[config.mk]
export PLATFORM = sky130hd
export DESIGN_NAME = operand_fwd_ctrl
export DESIGN_NICKNAME = d
export VERILOG_FILES = /design/src/rtl/operand_fwd_ctrl.sv
export SDC_FILE = /design/constraint.sdc
export NUM_CORES = 1
export LEC_CHECK = 0
export BUFFER_PORTS_ARGS = -buffer_cell sky130_fd_sc_hd__buf_2
export CAP_MARGIN = 5
export CORE_MARGIN = 2
export CORE_UTILIZATION = 55
export CTS_CLUSTER_DIAMETER = 50
export DETAILED_ROUTE_END_ITERATION = 7
export GPL_TIMING_DRIVEN = 0
export PLACE_DENSITY = 0.84
export SETUP_SLACK_MARGIN = 0.05
export SLEW_MARGIN = 20
export SYNTH_ARGS = -nofsm -noshare
export SYNTH_HDL_FRONTEND = slang
export SYNTH_SLANG_ARGS = --single-unit
[constraint.sdc]
create_clock -name clk -period 3.85 [get_ports clk]
set_clock_uncertainty 0.15 [all_clocks]
set_input_delay 0.1925 -clock clk [delete_from_list [all_inputs] [get_ports clk]]
set_output_delay 0.1925 -clock clk [all_outputs]
set_load 0.1 [all_outputs]
[src/rtl/operand_fwd_ctrl.sv]
// operand_fwd_ctrl: tracks EX/MEM producers, registers the four operand-mux selects and stalls decode.
// Define OPERAND_FWD_EN to forward from MEM/WB; without it every RAW hazard stalls until the write-through regfile has the value.

module operand_fwd_ctrl #(
    parameter int RA_W  = 5,
    parameter int CNT_W = 16
) (
    input  logic             clk,
    input  logic             reset,
    input  logic             id_valid,
    output logic             id_ready,
    input  logic [RA_W-1:0]  id_src_a0,
    input  logic [RA_W-1:0]  id_src_b0,
    input  logic [RA_W-1:0]  id_src_a1,
    input  logic [RA_W-1:0]  id_src_b1,
    input  logic             id_imm_b0,
    input  logic             id_imm_b1,
    input  logic [RA_W-1:0]  id_dst0,
    input  logic [RA_W-1:0]  id_dst1,
    input  logic             id_wen0,
    input  logic             id_wen1,
    input  logic             id_load0,
    input  logic             id_load1,
    input  logic             flush,
    output logic             ex_valid,
    output logic [1:0]       sel_a0,
    output logic [1:0]       sel_b0,
    output logic [1:0]       sel_a1,
    output logic [1:0]       sel_b1,
    output logic [CNT_W-1:0] stall_cnt
);

    typedef enum logic [1:0] {
        SEL_RF  = 2'b00,
        SEL_MEM = 2'b01,
        SEL_WB  = 2'b10,
        SEL_IMM = 2'b11
    } sel_t;

    logic             r_ex_valid;
    logic [RA_W-1:0]  r_ex_dst0;
    logic [RA_W-1:0]  r_ex_dst1;
    logic             r_ex_wen0;
    logic             r_ex_wen1;
    logic             r_ex_load0;
    logic             r_ex_load1;

    logic             r_mem_valid;
    logic [RA_W-1:0]  r_mem_dst0;
    logic [RA_W-1:0]  r_mem_dst1;
    logic             r_mem_wen0;
    logic             r_mem_wen1;

    sel_t             r_sel [4];
    logic [CNT_W-1:0] r_stall_cnt;

    logic [RA_W-1:0]  w_src [4];
    logic [3:0]       w_use;
    logic [1:0]       w_ex_hit [4];
    logic [1:0]       w_mem_hit [4];
    logic [3:0]       w_ld_use;
`ifndef OPERAND_FWD_EN
    logic [3:0]       w_raw;
`endif
    sel_t             w_sel [4];
    logic             w_hazard;
    logic             w_ready;
    logic             w_accept;

    // Bit 1 = slot-1 producer, bit 0 = slot-0 producer; register 0 never matches.
    function automatic logic [1:0] prod_hit(
        input logic [RA_W-1:0] s,
        input logic            v,
        input logic [RA_W-1:0] d0,
        input logic [RA_W-1:0] d1,
        input logic            e0,
        input logic            e1
    );
        logic [1:0] h;
        h[0] = v && e0 && (d0 == s) && (s != '0);
        h[1] = v && e1 && (d1 == s) && (s != '0);
        return h;
    endfunction

    // Source index order: 0=a0, 1=b0, 2=a1, 3=b1.
    assign w_src[0] = id_src_a0;
    assign w_src[1] = id_src_b0;
    assign w_src[2] = id_src_a1;
    assign w_src[3] = id_src_b1;
    assign w_use    = {~id_imm_b1, 1'b1, ~id_imm_b0, 1'b1};

    always_comb begin
        for (int unsigned i = 0; i < 4; i++) begin
            w_ex_hit[i]  = prod_hit(w_src[i], r_ex_valid, r_ex_dst0, r_ex_dst1,
                                    r_ex_wen0, r_ex_wen1);
            w_mem_hit[i] = prod_hit(w_src[i], r_mem_valid, r_mem_dst0, r_mem_dst1,
                                    r_mem_wen0, r_mem_wen1);
            // Slot 1 owns the architectural write, so its load bit decides.
            w_ld_use[i]  = w_use[i] && (w_ex_hit[i][1] ? r_ex_load1
                                                       : (w_ex_hit[i][0] && r_ex_load0));
`ifndef OPERAND_FWD_EN
            w_raw[i]     = w_use[i] && ((|w_ex_hit[i]) || (|w_mem_hit[i]));
`endif
            if (!w_use[i])
                w_sel[i] = SEL_IMM;
`ifdef OPERAND_FWD_EN
            else if (|w_ex_hit[i])
                w_sel[i] = SEL_MEM;
            else if (|w_mem_hit[i])
                w_sel[i] = SEL_WB;
`endif
            else
                w_sel[i] = SEL_RF;
        end
    end

`ifdef OPERAND_FWD_EN
    assign w_hazard = id_valid && (|w_ld_use);
`else
    assign w_hazard = id_valid && ((|w_raw) || (|w_ld_use));
`endif

    assign w_ready  = !flush && !w_hazard;
    assign w_accept = id_valid && w_ready;

    always_ff @(posedge clk or posedge reset) begin
        if (reset) begin
            r_ex_valid  <= 1'b0;
            r_ex_dst0   <= '0;
            r_ex_dst1   <= '0;
            r_ex_wen0   <= 1'b0;
            r_ex_wen1   <= 1'b0;
            r_ex_load0  <= 1'b0;
            r_ex_load1  <= 1'b0;
            r_mem_valid <= 1'b0;
            r_mem_dst0  <= '0;
            r_mem_dst1  <= '0;
            r_mem_wen0  <= 1'b0;
            r_mem_wen1  <= 1'b0;
            for (int unsigned i = 0; i < 4; i++)
                r_sel[i] <= SEL_RF;
            r_stall_cnt <= '0;
        end else begin
            // A flushed EX bundle must not resurface as a MEM producer.
            r_mem_valid <= r_ex_valid && !flush;
            r_mem_dst0  <= r_ex_dst0;
            r_mem_dst1  <= r_ex_dst1;
            r_mem_wen0  <= r_ex_wen0;
            r_mem_wen1  <= r_ex_wen1;
            r_ex_valid  <= w_accept;
            r_ex_dst0   <= id_dst0;
            r_ex_dst1   <= id_dst1;
            r_ex_wen0   <= id_wen0;
            r_ex_wen1   <= id_wen1;
            r_ex_load0  <= id_load0;
            r_ex_load1  <= id_load1;
            for (int unsigned i = 0; i < 4; i++)
                r_sel[i] <= w_accept ? w_sel[i] : SEL_RF;
            if (id_valid && !w_ready && !flush && !(&r_stall_cnt))
                r_stall_cnt <= r_stall_cnt + CNT_W'(1);
        end
    end

    assign id_ready  = w_ready;
    assign ex_valid  = r_ex_valid;
    assign sel_a0    = r_sel[0];
    assign sel_b0    = r_sel[1];
    assign sel_a1    = r_sel[2];
    assign sel_b1    = r_sel[3];
    assign stall_cnt = r_stall_cnt;

endmodule

# Word level (Yosys, flattened, before mapping)
# Cells that the tools add are included.
# word_totals
register_bits	48
out_inout_bits	26
wordCells	117
# op_classes
addsub	1
n_eq_ne	16
muxes	8
n_bitwise	2
n_reduce_logical	75
# op_table
op	count
equality test 5 bit	16
logical AND 1 bit	51
nonzero test 5 bit	4
adder 16 x 1 -> 16 bit, second input constant	1
AND reduction 16 bit	1
OR reduction 2 bit	8
2-to-1 mux 2 bit	4
OR reduction 4 bit	2
logical OR 1 bit	5
zero test 1 bit	4
2-to-1 mux 1 bit	4
inverter 1 bit	2

# Logic depth before layout (Yosys ltp)
# logic_depth
word_depth	15
mapped_depth	10
depth_no_buf	9

# Least setup slack after synthesis
# No wires, ideal clock.
# synth_path
kind	register -> register
start	register r_ex_valid, in the netlist ex_valid
end	register r_sel (netlist bit sel_b0[0])
setup_ps	122
arrival_time_ps	2928
t_required_ps	3578
slack_ps	650
stages_incl_launch_ff	9
path_buffers	0
path_cell_list	dfrtp_1 > nand2_1 > a221o_1 > nor4_1 > nor4_2 > o31ai_2 > o21ai_4 > and2b_1 > and3_1
# synth_via
elab_chain_cells	13
# synth_rtl
item	line_no	source
start, declared	40	logic r_ex_valid;
start signal, assigned	150	r_ex_valid <= w_accept;
logical AND 1 bit (on tied branches) (3 in series)	80, 81	
OR reduction 2 bit or logical AND 1 bit (tied branches)	102, 100	
logical OR 1 bit or 2-to-1 mux 1 bit (tied branches)	102, 99	
logical AND 1 bit (on tied branches)	102, 99	
OR reduction 4 bit	120	assign w_hazard = id_valid && ((|w_raw) || (|w_ld_use));
logical OR 1 bit *	120	
logical AND 1 bit *	120	
zero test 1 bit *	123	assign w_ready = !flush && !w_hazard;
logical AND 1 bit *	123	
named net id_ready	11	output logic id_ready,
logical AND 1 bit *	124	assign w_accept = id_valid && w_ready;
2-to-1 mux 2 bit *	158	r_sel[i] <= w_accept ? w_sel[i] : SEL_RF;
end signal, assigned by index	158	
end, declared	54	sel_t r_sel [4];
# Mark *: on every way through the listed nets, which the timed path passes. The rest lies on a longest branch.
# A chain may end at the register's enable or synchronous reset.

# Worst setup path in the final report
# layout_path
start	register r_ex_dst0[3]
end	output port id_ready
# layout_via
elab_chain_cells	11
# layout_rtl
item	line_no	source
start, declared	41	logic [RA_W-1:0] r_ex_dst0;
start signal, assigned	151	r_ex_dst0 <= id_dst0;
equality test 5 bit	80	h[0] = v && e0 && (d0 == s) && (s != '0);
logical AND 1 bit (2 in series)	80	
OR reduction 2 bit or logical AND 1 bit (tied branches)	102, 100	
logical OR 1 bit or 2-to-1 mux 1 bit (tied branches)	102, 99	
logical AND 1 bit (on tied branches)	102, 99	
OR reduction 4 bit	120	
logical OR 1 bit *	120	
logical AND 1 bit *	120	
zero test 1 bit *	123	
logical AND 1 bit *	123	
end, declared	11	
# Mark *: on every way between the ends. The rest lies on a longest branch, timed or not.

==> impl_metrics.ini <==
[run_status]
status = finished, final reports clean

[finish]
drive_above_1_share_pct = 22.0
design_area_um2 = 3310
seqCellArea_um2 = 1100
diodes = 0
fillers = 351
layout_commonest_cell = xnor2_1
syn2layout_area_growth_pct = 19.7
fin_cells = 404
fin_nets = 377
mostFrequentLayoutCells = xnor2_1, xor2_1, dfrtp_1
multiInputGateArea_um2 = 1500

[floorplanning]
die_area_um2 = 5610
fp.coreArea_um2 = 4790
initial_core_util_pct = 57.8
die_w_um = 74.9
fp.dieH_um = 74.9
rows = 25
io_pins = 66

[yosys]
yosysWarnings = 0
netlist_top_cells_area = dfrtp_1, xnor2_1, xor2_1
synth_top_area_share_pct = 39.8
ys.flop_type = dfrtp_1
yosysSeqAreaShare_pct = 39.8
synthArstFlopShare_pct = 100
syn_inst = 271
synth_edf_count = 0
ys_ff_latch = 44
synth_cell_types = 40
synth_area_um2 = 2760
synth.avg_cell_area_um2 = 10.2
synth_top_cell_by_area = dfrtp_1

[clock_network]
post_cts_buffers = 0
numCtsBuffers = 5
clock_latency_ns = 0.29
cts_tree = built
clkSinkCount = 44
cts_max_level = 2
cts-root-buf = clkbuf_8
cts_buffer_depth = 2
clk_pin_slew_ns = 0.08
ctsResizeCount = 0

[power_and_ir_drop]
p_leak_nw = 1.46
switchingPower_mw = 0.421
pwr-share-clk_pct = 26.1
power.share.sequential_pct = 45.5
intPower_mw = 0.737
p_sw_share_pct = 36.3
p_comb_share_pct = 28.4
p_per_area_nw_per_um2 = 350
irDropWorstVdd_v = 0.000279

[timing]
finalSetupViolations = 0
slew_headroom_pct = 50.3
period_minus_slack_ns = 3.06
hold_viol = 0
maxClockFrequency_ghz = 0.327
fin_setup_tns_ns = 0
fin_ws_ns = 0.790
period_share_pct = 79.5
worstMarginPinSlew_ns = 0.741
slew_violations = 0
rsz0062_at_grt = false

[place]
dpl_cell_area_um2 = 3080
place_ws_ns = 0.934
place_congestion = 1.01
post-place-cells = 383
portBuffers = 41
dpl.hpwl_mm = 4.83

[global_route]
grt_use_total_pct = 25.7
grt_pass1_vias = 2275
grt_max_degree = 36
antenna_found_initial = 0
globalRouteOverflowTotal = 0
grt_pass1_wl_mm = 10.8

[worst_setup_path]
critPathArrivalTime_ns = 2.72
path_max_fanout = 7
crit_type = flop to primary output
cp-end-kind = primary output
crit_path_start_kind = flop
critical_path_required_ns = 3.51

[detailed_routing]
wl_per_cell_um = 16.3
vias = 2233
drt_iter0_drc = 187
antenna_left = 0
drc = 0
via_per_inst = 5.53
dr.pass1.iters = 4
routed_wl_mm = 6.57

[flow_run]
cap_violations = 0

[hold_path]
hp-class = primary input to flop
## per-layer routing
layer  track usage (%)  wire length, um
met1              32.6             2590
met2              44.0             3370
met3              4.69              510
met4              9.52              106
met5                 0                0
## path summary, 6_finish.rpt
path	startpoint	endpoint	slack, ns	cells past startpoint
min in group asynchronous	reset	r_ex_dst0[2]	0.22	3
min reg2reg	r_ex_dst0[3]	r_mem_dst0[3]	0.22	0
max reg2reg	stall_cnt[0]	stall_cnt[13]	1.11	9
max	r_ex_dst0[3]	id_ready	0.79	8
min	id_imm_b1	sel_b1[0]	0.03	2
max in group asynchronous	reset	r_ex_wen1	2.87	4
## worst max-delay path, cell delays in order, from the launching register on
cell and delay, ns:
dfrtp_1 0.35, clkbuf_1 0.30, a221o_1 0.21, nor4_1 0.06, nor4_2 0.42, o31ai_2 0.16, o21ai_4 0.29, and2b_1 0.21
buf_2 0.44
## repair_timing
action                                  4_1_cts  5_1_grt
hold buffers                                 13        0
endpoints found under the setup margin        0        0
hold endpoints to repair                     56        0
## cell usage after synthesis (2+ instances only)
cell type and n:
xnor2_1 46, dfrtp_1 44, nor3_1 11, buf_4 6
nand3_1 5, or4_1 5, a22oi_1 2, clkbuf_1 19
nor4_1 14, inv_1 5, nor4b_1 3, nand2_1 9
nor4_2 3, nand4_1 12, nor3_2 2, and3_1 7
nor2_1 7, buf_6 3, o221ai_1 2, a221o_1 2
buf_2 2, xor2_1 44
## state kept, by name, summed over array words and instances (netlist names)
register / cells
ex_valid: 1
r_ex_wen1: 1
r_mem_wen1: 1
sel_b1: 1
r_mem_valid: 1
sel_b0: 1
r_mem_wen0: 1
r_ex_wen0: 1
stall_cnt: 16
r_mem_dst0: 5
r_ex_dst1: 5
r_ex_dst0: 5
r_mem_dst1: 5
## layout make-up
type | instances | area share (%)
Timing Repair Buffer | 55 | 10.7
Clock inverter | 1 | 0.227
Buffer | 30 | 4.84
Multi-Input combinational cell | 195 | 45.2
Sequential cell | 44 | 33.3
Clock buffer | 7 | 2.61
Inverter | 5 | 0.567
Tap cell | 67 | 2.53
## power by group through the flow
| stage | sequential, mW | clock [mW] | combinational [mW] |
|---|---|---|---|
| global placement | 0.533 | 0 | 0.306 |
| CTS | 0.526 | 0.309 | 0.329 |
| finish | 0.527 | 0.302 | 0.329 |
| floorplan | 0.628 | 0 | 0.158 |
| global route | 0.530 | 0.331 | 0.351 |
| detailed placement | 0.535 | 0 | 0.318 |
## cells by family (layout without fill, tap and decap cells)
| group | after synthesis | after routing | share of synthesized area, % |
|---|---|---|---|
| XOR/XNOR | 90 | 90 | 28.5 |
| multiplexers | 2 | 2 | 0.950 |
| flip-flops | 44 | 44 | 39.8 |
| other | 1 | 4 | 0.136 |
| adder cells (fa/ha/maj) | 1 | 1 | 0.453 |
| AO/OA/AOI/OAI | 10 | 10 | 3.53 |
| buffers and inverters | 35 | 98 | 6.47 |
| AND/OR/NAND/NOR | 88 | 88 | 20.1 |
## stage by stage
stage | utilization (%) | hold WS (ns) | power [mW]
2_1_floorplan | - | 0.0739 | 0.787
5_1_grt | 69.1 | 0.0258 | 1.21
3_3_place_gp | 64.0 | 0.150 | 0.839
3_5_place_dp | 64.4 | -0.0176 | 0.853
6_report | 69.1 | 0.0303 | 1.16
4_1_cts | 69.1 | 0.0279 | 1.16
(Power assumes the default switching activity.)
